==> src/rtl/park_sincos_cordic_if.sv <==
// -----------------------------------------------------------------------------
// park_sincos_cordic_if
// Request/result bundle between an angle source and the sin/cos CORDIC.
//   start     : request a conversion of theta (master -> slave)
//   theta     : unsigned electrical angle, 65536 = one turn (master -> slave)
//   busy      : conversion in progress (slave -> master)
//   done      : one-cycle pulse, new sin/cos valid (slave -> master)
//   sin_theta : signed Q15 sin(theta), held between conversions (slave -> master)
//   cos_theta : signed Q15 cos(theta), held between conversions (slave -> master)
// -----------------------------------------------------------------------------
interface park_sincos_cordic_if;
   logic               start;
   logic        [15:0] theta;
   logic               busy;
   logic               done;
   logic signed [15:0] sin_theta;
   logic signed [15:0] cos_theta;

   modport master (
      output start,
      output theta,
      input  busy,
      input  done,
      input  sin_theta,
      input  cos_theta
   );

   modport slave (
      input  start,
      input  theta,
      output busy,
      output done,
      output sin_theta,
      output cos_theta
   );
endinterface

==> src/rtl/park_sincos_cordic.sv <==
// -----------------------------------------------------------------------------
// park_sincos_cordic
// Iterative rotation-mode CORDIC turning a 16-bit electrical angle into Q15
// sin/cos for the downstream Park transform. One micro-rotation per clock;
// results are registered and held until the next conversion or reset.
//   clk : system clock
//   rst : synchronous active-high reset (aborts a running conversion)
//   io  : slave side of park_sincos_cordic_if (start/theta in, busy/done and
//         sin_theta/cos_theta out)
// Parameters: ITER micro-rotations (12..18), XG x/y guard bits (>= 0),
// ZG angle guard bits (0..7).
// -----------------------------------------------------------------------------
module park_sincos_cordic #(
   parameter int ITER = 16,
   parameter int XG   = 2,
   parameter int ZG   = 4
) (
   input  logic                 clk,
   input  logic                 rst,
   park_sincos_cordic_if.slave  io
);

   localparam int W  = 16 + XG + 2;
   localparam int ZW = 16 + ZG;
   localparam int CW = $clog2(ITER);

   // Gain pre-compensation 0.6072529 * 2^(15+XG), rounded, in integer math.
   localparam longint X0_L = (longint'(6072529) * (longint'(1) << (15 + XG))
                              + longint'(5000000)) / longint'(10000000);
   localparam logic signed [W-1:0]  X0    = W'(X0_L);
   localparam logic signed [W:0]    RHALF = (W+1)'((longint'(1) << XG) >> 1);
   localparam logic signed [W:0]    QMAX  = (W+1)'(32767);
   localparam logic signed [W:0]    QMIN  = -QMAX;
   localparam logic signed [15:0]   ONE   = 16'sd32767;

   typedef enum logic [1:0] {S_IDLE, S_ROTATE, S_FINISH} state_t;

   state_t                 state, state_nxt;
   logic        [CW-1:0]   iter;
   logic signed [W-1:0]    x, y;
   logic signed [ZW-1:0]   z;
   logic                   flip;
   logic                   flip_ld;
   logic signed [15:0]     z16;
   logic signed [ZW-1:0]   z_ld;
   logic                   last_iter;
   logic                   done_r;
   logic signed [15:0]     sin_r, cos_r;
   logic signed [15:0]     sin_sat, cos_sat;

   // atan(2^-i) in turns, stored as floor(value * 2^24). Rounding to the
   // 2^(16+ZG) grid from the floored value gives the exact rounded result.
   function automatic logic signed [ZW-1:0] atan_rom(input int i);
      longint v24;
      case (i)
         0:       v24 = 2097152;
         1:       v24 = 1238021;
         2:       v24 = 654136;
         3:       v24 = 332049;
         4:       v24 = 166669;
         5:       v24 = 83415;
         6:       v24 = 41718;
         7:       v24 = 20860;
         8:       v24 = 10430;
         9:       v24 = 5215;
         10:      v24 = 2607;
         11:      v24 = 1303;
         12:      v24 = 651;
         13:      v24 = 325;
         14:      v24 = 162;
         15:      v24 = 81;
         16:      v24 = 40;
         17:      v24 = 20;
         default: v24 = 0;
      endcase
      atan_rom = ZW'((v24 + (longint'(1) << (7 - ZG))) >> (8 - ZG));
   endfunction

   // Drop XG guard bits with round-half-up, then clamp to the symmetric
   // Q15 range so a later negation can never produce -32768.
   function automatic logic signed [15:0] rnd_sat(input logic signed [W-1:0] v);
      logic signed [W:0] r;
      r = (W+1)'(v) + RHALF;
      r = r >>> XG;
      if (r > QMAX)
         rnd_sat = ONE;
      else if (r < QMIN)
         rnd_sat = -ONE;
      else
         rnd_sat = r[15:0];
   endfunction

   // Quadrants 1 and 2 are rotated by theta-180 deg and negated at the end,
   // keeping the CORDIC input inside its +/-90 deg convergence range.
   assign flip_ld   = io.theta[15] ^ io.theta[14];
   assign z16       = flip_ld ? {~io.theta[15], io.theta[14:0]} : io.theta;
   assign z_ld      = ZW'(z16) <<< ZG;
   assign last_iter = (iter == CW'(ITER - 1));

   always_ff @(posedge clk) begin
      if (rst)
         state <= S_IDLE;
      else
         state <= state_nxt;
   end

   always_comb begin
      state_nxt = state;
      case (state)
         S_IDLE:   if (io.start) state_nxt = S_ROTATE;
         S_ROTATE: if (last_iter) state_nxt = S_FINISH;
         S_FINISH: state_nxt = S_IDLE;
         default:  state_nxt = S_IDLE;
      endcase
   end

   // Load / micro-rotation datapath
   always_ff @(posedge clk) begin
      case (state)
         S_IDLE: begin
            if (io.start) begin
               x    <= X0;
               y    <= '0;
               z    <= z_ld;
               flip <= flip_ld;
               iter <= '0;
            end
         end
         S_ROTATE: begin
            if (z[ZW-1]) begin
               x <= x + (y >>> iter);
               y <= y - (x >>> iter);
               z <= z + atan_rom(int'(iter));
            end else begin
               x <= x - (y >>> iter);
               y <= y + (x >>> iter);
               z <= z - atan_rom(int'(iter));
            end
            iter <= iter + 1'b1;
         end
         default: ;
      endcase
   end

   assign sin_sat = rnd_sat(y);
   assign cos_sat = rnd_sat(x);

   // Output registers; reset value is the angle-0 identity rotation.
   always_ff @(posedge clk) begin
      if (rst) begin
         done_r <= 1'b0;
         sin_r  <= '0;
         cos_r  <= ONE;
      end else begin
         done_r <= (state == S_FINISH);
         if (state == S_FINISH) begin
            sin_r <= flip ? -sin_sat : sin_sat;
            cos_r <= flip ? -cos_sat : cos_sat;
         end
      end
   end

   assign io.busy      = (state != S_IDLE);
   assign io.done      = done_r;
   assign io.sin_theta = sin_r;
   assign io.cos_theta = cos_r;

endmodule

==> src/flat_wrapper.sv <==
// flat-port wrapper written by rule: the top's interface ports become plain ports
module park_sincos_cordic_flat 
#(
   parameter int ITER = 16,
   parameter int XG   = 2,
   parameter int ZG   = 4
)
  (clk, rst, io_start, io_theta, io_busy, io_done, io_sin_theta, io_cos_theta);
  park_sincos_cordic_if io_i ();
  input  logic clk;
  input  logic rst;
  input wire logic [$bits(io_i.start)-1:0] io_start;
  input wire logic [$bits(io_i.theta)-1:0] io_theta;
  output wire logic [$bits(io_i.busy)-1:0] io_busy;
  output wire logic [$bits(io_i.done)-1:0] io_done;
  output wire logic [$bits(io_i.sin_theta)-1:0] io_sin_theta;
  output wire logic [$bits(io_i.cos_theta)-1:0] io_cos_theta;
  assign io_i.start = io_start;
  assign io_i.theta = io_theta;
  assign io_busy = io_i.busy;
  assign io_done = io_i.done;
  assign io_sin_theta = io_i.sin_theta;
  assign io_cos_theta = io_i.cos_theta;
  park_sincos_cordic #(.ITER(ITER), .XG(XG), .ZG(ZG)) u_core (.clk(clk), .rst(rst), .io(io_i));
endmodule
==> config.mk <==
export PLATFORM = sky130hd
export DESIGN_NAME = park_sincos_cordic_flat
export DESIGN_NICKNAME = d
export VERILOG_FILES = /design/src/rtl/park_sincos_cordic_if.sv /design/src/rtl/park_sincos_cordic.sv /design/src/flat_wrapper.sv
export SDC_FILE = /design/constraint.sdc
export NUM_CORES = 1
export LEC_CHECK = 0
export CAP_MARGIN = 20
export CORE_MARGIN = 5
export CORE_UTILIZATION = 65
export CTS_BUF_LIST = sky130_fd_sc_hd__clkbuf_8
export DETAILED_ROUTE_END_ITERATION = 7
export GPL_ROUTABILITY_DRIVEN = 0
export HOLD_SLACK_MARGIN = 0.06
export PLACE_DENSITY = 0.89
export SLEW_MARGIN = 10
export SYNTH_ARGS = -nofsm -noshare
export SYNTH_HDL_FRONTEND = slang
export SYNTH_SLANG_ARGS = --single-unit
export TNS_END_PERCENT = 10
==> constraint.sdc <==
create_clock -name clk -period 5.8 [get_ports clk]
set_input_delay 1.16 -clock clk [delete_from_list [all_inputs] [get_ports clk]]
set_output_delay 1.16 -clock clk [all_outputs]
set_load 0.005 [all_outputs]
; ---- Word level (Yosys, flattened, before mapping)
; Memory sizes are Yosys's and may differ from the RTL's. A register that Yosys moved wholly into a read port is not among the register bits.
; Index checks and enable logic that the tools add are counted.
[word_totals]
input_bits = 19
out_inout_bits = 34
n_memories = 2
reg_bits = 100
mem_bits_ro = 704
[mem_list]
columns = name, words, word_bits, rd, rd_clocked_by_memory_dff, wr, line_no
row1 = (no name shown), 16, 22, 1, 1, 0, park_sincos_cordic.sv:55  ; case (i)
row2 = (no name shown), 16, 22, 1, 1, 0, park_sincos_cordic.sv:55
[op_classes]
order_cmp = 4
n_reduce_logical = 6
eq_ne = 5
n_shift = 2
mux = 27
addsub = 13
bitwise = 2
[op_table]
columns = op, n
row1 = $mux 20, 6
row2 = $pmux 20 s2, 3
row3 = $mux 16, 7
row4 = $mux 24, 4
row5 = $add 20x20->20, 3
row6 = $sub 20x20->20, 3
row7 = $add 24x5->24 const B, 2
row8 = $add 20x3->21 const B, 2
row9 = $sshr 20x4->20, 2
row10 = $gt 19x16->1 const B, 2
row11 = $lt 19x16->1 const B, 2
row12 = $neg 16->16, 2
row13 = $mux 4, 3
row14 = $pmux 4 s2, 1
row15 = $reduce_and 2->1, 3
row16 = $add 4x1->4 const B, 1
row17 = $eq 4x4->1 const B, 1
row18 = $mux 2, 2
row19 = $pmux 2 s2, 1
row20 = $reduce_bool 2->1, 2
row21 = $eq 2x1->1 const B, 1
row22 = $eq 2x2->1 const B, 1
row23 = $logic_not 2->1, 1
row24 = $ne 2x1->1 const B, 1
row25 = other kinds (3), 3

; ---- Depth between registers and ports, before layout
; Gate-level depths: netlist of the first run.
[logic_depth]
word_depth = 6
depth_mapped = 22
mapped_depth_nobuf = 19

; ---- Least setup slack after synthesis of the first run
; Ideal clock, no wire load.
[synth_path]
kind = flip-flop to flip-flop
startpoint = register u_core.iter[0]
endpoint = register u_core.x[18] (data pin)
setup_slack_ps = 868
path_buffers = 3
path_stages_with_launch = 19
arrival_time_ps = 4669
cell_sequence = edfxtp_1 > buf_2 > buf_4 > buf_2 > mux4_2 > a22oi_1 > o21ai_0 > inv_1 > ha_1 > mux2_2 > fa_1 > a21o_1 > a21oi_1 > o21ai_0 > o41ai_1 > o31ai_1 > o41ai_1 > o21ai_0 > mux2i_1
[synth_via]
elab_chain_len = 4
elab_cells_between_ends = 5
classes_between = 2 x add/sub / 1 x shift / 2 x mux
[synth_rtl]
columns = element, line_no
row1 = "start, declared", park_sincos_cordic.sv:39  ; logic [CW-1:0] iter;
row2 = "start signal, assigned", park_sincos_cordic.sv:139  ; iter <= iter + 1'b1;
row3 = $sshr 20x4->20 (*), "park_sincos_cordic.sv:131, park_sincos_cordic.sv:135"
row4 = $sub 20x20->20 or $add 20x20->20 (tied branches), "park_sincos_cordic.sv:135, park_sincos_cordic.sv:131"
row5 = $mux 20 (*), park_sincos_cordic.sv:130  ; if (z[ZW-1]) begin
row6 = $pmux 20 s2 (*), park_sincos_cordic.sv:119  ; case (state)
row7 = "end signal, assigned", park_sincos_cordic.sv:131  ; x <= x + (y >>> iter);
row8 = "end signal, assigned", park_sincos_cordic.sv:135  ; x <= x - (y >>> iter);
row9 = "end, declared", park_sincos_cordic.sv:40  ; logic signed [W-1:0] x, y;
; Every way passes the cells marked *; elsewhere a longest branch is shown, timed or not.
; A chain may end at the register's enable or synchronous reset.

; ---- Final worst setup path of the first run
[layout_path]
startpoint = register u_core.iter[1]
endpoint = register u_core.y[19] (data pin)
[layout_via]
elab_chain_len = 4
elab_cells_between_ends = 5
classes_between = 2 x add/sub / 1 x shift / 2 x mux
[layout_rtl]
columns = element, line_no
row1 = $sshr 20x4->20 (*), "park_sincos_cordic.sv:132, park_sincos_cordic.sv:136"
row2 = $add 20x20->20 or $sub 20x20->20 (tied branches), "park_sincos_cordic.sv:136, park_sincos_cordic.sv:132"
row3 = $mux 20 (*), park_sincos_cordic.sv:130
row4 = $pmux 20 s2 (*), park_sincos_cordic.sv:119
row5 = "end signal, assigned", park_sincos_cordic.sv:132  ; y <= y - (x >>> iter);
row6 = "end signal, assigned", park_sincos_cordic.sv:136  ; y <= y + (x >>> iter);
row7 = "end, declared", park_sincos_cordic.sv:40
; Marks and branches as above.

==> impl_metrics.tcl, run 1 <==
set metrics [dict create \
    design_area_sq_mm 0.01421 \
    gr-total-overflow 0 \
    peakVddDrop_mv 0.3670 \
    die_h_um 152.3 \
    drc_errors 0 \
    drive_gt1_share_pct 8.717 \
    synth_nets 1719 \
    cts_hold_buf 0 \
    dpl-instance-area_sq_mm 0.01381 \
    rsz0062_at_grt "false" \
    maxSlewHeadroom_pct 29.64 \
    antenna_found_initial 0 \
    fin_tns_setup_ns 0 \
    critPathMaxStageDelay_ns 0.58 \
    hold_viol 0 \
    cap_violations 0 \
    core_sq_mm 0.02010 \
    cts_buffers 17 \
    die-area_sq_mm 0.02319 \
    yosys_register_bits 119 \
    ys_types 86 \
    area_delta_synth_final_pct 7.977 \
    crit_family "compound AO/OA/AOI/OAI gates" \
    yosysWarnings 0 \
    layout.nets 1711 \
    pre_cts_slack_ns 0.5664 \
    dp_hpwl_mm 26.37 \
    netlist_area_sq_mm 0.01316 \
    crit_fanout 39 \
    fmax_mhz 184.3 \
    drtPass1Iterations 6 \
    ant_nets 0 \
    endpoint_kind "register" \
    root_buffer "clkbuf_8" \
    final_max_slew_viol_count 0 \
    cp_cell_sequence "buf_4, mux4_2, mux2i_1, o21ai_0, inv_1, ha_1, nor2b_1, inv_1, nor2_1, a21oi_1, xor2_1, ha_1, a21o_1, a21o_1, or3_1, nor3b_1, o31ai_1, o41ai_1, xnor3_1, nor2_1" \
    clk_path_buf_depth 2 \
    num-fill-cells 1525 \
    avgSynthCellArea_sq_um 8.104 \
    clock-sinks 119 \
    final-setup-viol-count 0 \
    cts_tree "done" \
    hold_class "reg -> reg" \
    p_total_w 0.008038 \
    wirelength_mm 36.72 \
    clock_skew_ns 0.01825 \
    crit_slowest_cell "mux4_2" \
    cp-start-kind "register" \
    grt_pass1_wl_mm 60.14 \
    power_density_mw_per_mm2 565.7 \
    wire_per_inst_um 19.34 \
    grt_start_max_net_pins 69 \
    first_global_vias 12540 \
    rows 52 \
    leakagePower_nw 5.232 \
    worstSkewPairLatency_ns 0.49 \
    cts_resized 0 \
    viasPerCell 6.925 \
    min_period_ns 5.426 \
    cp.required_ns 6.00 \
    fin_crit_sh_pct 93.55 \
    synth-edff-count 65 \
    fin_ws_ns 0.3741 \
    grt_usage_pct 30.48 \
    ys_seq_area_share_pct 23.05 \
    path_buf_inv 3 \
    synth_top_flop_cell "edfxtp_1" \
    die_w_um 152.3 \
    async_flop_share_pct 0 \
    start_util_pct 65.46 \
    cts_setup_buffers 0 \
    port_buffers 52 \
    vias 13150 \
    htree_levels 4 \
    critPathKind "reg -> reg" \
    status "finished clean" \
    cp.arrival_ns 5.63 \
    tightestPinTransition_ns 1.048 \
    io_pins 53 \
    path_clk_slew_ns 0.09 \
    utilization_pct 70.68 \
    netlist_instances 1624 \
    drt_iter0_drc 1460 \
    antennaDiodeCount 0 \
]
[layout by cell type (no fill, tap or decap), types with 51 or more instances in the layout]
master	instances
a21oi_1	104
clkdlybuf4s50_1	52
dfxtp_1	54
edfxtp_1	65
ha_1	73
nand2_1	141
nand3_1	51
nor2_1	154
o21ai_0	100
xnor2_1	89
xor2_1	63
[layer usage]
metal  GRT usage, %  part of all wire [%]
met1          35.55                    37
met2          52.98                    48
met3          6.135                   9.2
met4          15.88                   5.4
met5              0                     0
[Yosys cell counts, types with 7 or more instances]
master | number | area share, %
and3_1 | 24 | 1.1
and2_1 | 26 | 1.2
clkbuf_1 | 78 | 2.2
a21oi_1 | 104 | 4.0
a21o_1 | 21 | 1.2
xnor2_1 | 89 | 5.9
nand2_1 | 141 | 4.0
and4_1 | 11 | 0.73
mux4_2 | 37 | 6.3
o31ai_1 | 20 | 1.1
nand2b_1 | 14 | 0.67
ha_1 | 73 | 6.9
o21ai_0 | 100 | 3.8
or3_1 | 19 | 0.90
o22ai_1 | 9 | 0.43
nor2b_1 | 14 | 0.67
nand4_1 | 25 | 1.2
xor2_1 | 63 | 4.2
inv_1 | 37 | 1.1
mux2_2 | 11 | 0.94
nand3_1 | 51 | 1.9
nor3_1 | 50 | 1.9
nor3b_1 | 10 | 0.57
a31o_2 | 7 | 0.47
o21a_1 | 20 | 1.1
a22oi_1 | 11 | 0.63
edfxtp_1 | 65 | 15
dfxtp_1 | 54 | 8.2
nor4_1 | 24 | 1.1
nor2_1 | 154 | 4.4
a31oi_1 | 32 | 1.5
buf_1 | 11 | 0.31
a211o_1 | 8 | 0.53
buf_2 | 18 | 0.68
a211oi_1 | 23 | 1.3
o211ai_1 | 19 | 1.1
or2_2 | 11 | 0.52
mux2i_1 | 31 | 2.4
[report_power, final]
part / switching [W] / internal (W) / total, W
combinational: 0.00324 / 0.00237 / 0.00561
clock: 0.000405 / 0.000395 / 0.000800
sequential: 0.000460 / 0.00117 / 0.00163
[area by class of cell]
type / count / area, sq um / area share, %
inverters: 40 / 150.1 / 1.057
repair buffers: 83 / 765.7 / 5.389
clock buffers: 18 / 247.7 / 1.743
well taps: 270 / 337.8 / 2.377
clock inverters: 14 / 147.6 / 1.039
multi-input cells: 1355 / 9528 / 67.05
flip-flops and latches: 119 / 3033 / 21.34
[cell families (layout without fill, tap and decap cells)]
logic type                 Yosys count  count (layout)  share of synthesized area [%]
AOI/OAI and AO/OA                  447             447                          22.27
xor gates and xnor gates           153             153                          10.29
adders and majority gates           76              76                          7.397
buffers and inverters              150             155                          4.592
DFF                                119             119                          23.05
muxes                               79              79                          9.631
and+or+nand+nor                    600             600                          22.78
[stage by stage]
step / instances / hold slack (ns)
2_1_floorplan: 1624 / 0.4419
3_3_place_gp: 1867 / 0.4350
3_5_place_dp: 1867 / 0.4367
4_1_cts: 1899 / 0.4480
5_1_grt: 1899 / 0.4798
6_report: 1899 / 0.4457
[path summary, 6_finish.rpt]
path / from / end / slack [ns] / depth (start not counted)
worst max-delay path: u_core.iter[1] / u_core.y[19] / 0.37 / 20
worst max register to register: u_core.iter[1] / u_core.y[19] / 0.37 / 20
worst min register to register: u_core.io.sin_theta[10] / u_core.io.sin_theta[10] / 0.45 / 2
worst min-delay path: u_core.io.sin_theta[10] / u_core.io.sin_theta[10] / 0.45 / 2
[worst register-to-register path: cells and delay by family, from the launching register on]
family | cells | cell delay (ns)
and+or+nand+nor | 5 | 1.16
xor gates and xnor gates | 2 | 0.35
buffers and inverters | 3 | 0.71
AOI/OAI and AO/OA | 6 | 1.19
adders and majority gates | 2 | 0.50
DFF | 1 | 0.43
muxes | 2 | 0.82
Note: power is estimated with default switching activity, not from simulation.
==> run 2: changes to the inputs <==
- SETUP_SLACK_MARGIN: unset -> 0.2
==> impl_metrics.tcl, run 2 (same netlist as run 1, synthesis figures left out) <==
set metrics [dict create \
    area_delta_synth_final_pct 8.034 \
    gr-total-overflow 0 \
    rr_worst_depth 20 \
    r2r_slack_ns 0.50 \
    cp.arrival_ns 5.51 \
    cts_buffers 17 \
    utilization_pct 70.72 \
    ant_nets 0 \
    hold_viol 0 \
    die-area_sq_mm 0.02319 \
    drc_errors 0 \
    wire_per_inst_um 19.30 \
    endpoint_kind "register" \
    drtPass1Iterations 8 \
    dpl.cell_count 1867 \
    viasPerCell 6.913 \
    status "finished clean" \
    rows 52 \
    leakagePower_nw 5.235 \
    crit_fanout 36 \
    root_buffer "clkbuf_8" \
    fin_tns_setup_ns 0 \
    peakVddDrop_mv 0.3664 \
    cp-start-kind "register" \
    final_max_slew_viol_count 0 \
    grt_start_max_net_pins 69 \
    wirelength_mm 36.65 \
    power_density_mw_per_mm2 565.9 \
    first_global_vias 12540 \
    dp_hpwl_mm 26.37 \
    clock-sinks 119 \
    die_h_um 152.3 \
    layout_commonest_cell "nor2_1" \
    htree_levels 4 \
    hold_class "reg -> reg" \
    final_cell_mix "nor2_1, nand2_1, a21oi_1" \
    grt_pass1_wl_mm 60.14 \
    vias 13130 \
    die_w_um 152.3 \
    min_period_ns 5.298 \
    tightestPinTransition_ns 1.067 \
    hold_depth 2 \
    final-setup-viol-count 0 \
    r2r-end "u_core.y[19]" \
    port_buffers 52 \
    cts_tree "done" \
    io_pins 53 \
    critPathKind "reg -> reg" \
    cap_violations 0 \
    fin_cells 1899 \
    start_util_pct 65.46 \
    core_sq_mm 0.02010 \
    clk_path_buf_depth 2 \
    antennaDiodeCount 0 \
    grt_usage_pct 30.48 \
    path_clk_slew_ns 0.08 \
    drt_iter0_drc 1460 \
    holdPathEnd "u_core.io.sin_theta[10]" \
    cp.required_ns 6.01 \
    layout.nets 1711 \
    worstSkewPairLatency_ns 0.49 \
    antenna_found_initial 0 \
    hp-start "u_core.io.sin_theta[10]" \
    maxSlewHeadroom_pct 28.38 \
    reg2reg_from "u_core.iter[3]" \
    fmax_mhz 188.7 \
    rsz0062_at_grt "false" \
    drive_gt1_share_pct 8.717 \
    clock_skew_ns 0.01673 \
    fin_crit_sh_pct 91.35 \
]
==> run 2: changes by cell type in the layout (fill, tap and decap cells not counted) <==
cell / change
buf_4: -1
buf_8: +1
==> run 2: power breakdown <==
group	internal, W	leakage [nW]	switching (W)
clock network	0.000395	0.196	0.000403
registers	0.00117	1.08	0.000464
logic	0.00237	3.95	0.00324
==> run 2: worst max-delay path by stage <==
stage / start / end / slack (ns) / cells past startpoint
5_1_grt: u_core.iter[3] / u_core.y[19] / 0.21 / 20
2_1_floorplan: u_core.iter[0] / u_core.x[18] / 0.87 / 18
3_5_place_dp: u_core.iter[1] / u_core.y[19] / 0.57 / 20
3_3_place_gp: u_core.iter[1] / u_core.x[19] / 0.74 / 17
4_1_cts: u_core.iter[1] / u_core.y[19] / 0.47 / 20
6_report: u_core.iter[3] / u_core.y[19] / 0.50 / 20
==> run 2: timing repair <==
item,4_1_cts,5_1_grt
buffers inserted,0,0
gates resized for setup,0,3
hold buffers,0,0
hold endpoints to repair,0,0
endpoints found under the setup margin,0,5
==> run 2: routing by layer <==
metal,GRT usage (%),wire (um),vias to the layer above
met2,52.98,17610,789
met4,15.88,1905,0
met1,35.55,13790,6064
met5,0,0,-
li1,-,-,6088
met3,6.135,3346,187
==> run 2: layout make-up <==
class,instances,area (sq um)
sequential,119,3033
timing repair buffer,83,773.2
clock buffer,18,247.7
multi-input combinational,1355,9528
fill,1522,5887
tap,270,337.8
clock inverter,14,147.6
inverter,40,150.1
==> run 2: worst max-delay path, stage by stage (launching register included) <==
cell	delay, ns
edfxtp_1	0.57
buf_4	0.44
mux4_2	0.38
mux2i_1	0.22
o21ai_0	0.21
inv_1	0.11
ha_1	0.16
nor2b_1	0.24
inv_1	0.12
nor2_1	0.25
a21oi_1	0.13
xor2_1	0.16
ha_1	0.34
a21o_1	0.20
a21o_1	0.17
or3_1	0.31
nor3b_1	0.32
o31ai_1	0.17
o41ai_1	0.30
xnor3_1	0.19
nor2_1	0.04
==> run 2: metrics by stage <==
step	power, W	worst slack, ns	instance area [sq um]	hold WS [ns]
2_1_floorplan	0.005852	0.8685	13160	0.4419
3_3_place_gp	0.006856	0.7402	13810	0.4350
3_5_place_dp	0.007043	0.5664	13810	0.4367
4_1_cts	0.007891	0.4663	14210	0.4480
5_1_grt	0.008660	0.2089	14220	0.4798
6_report	0.008046	0.5015	14220	0.4456
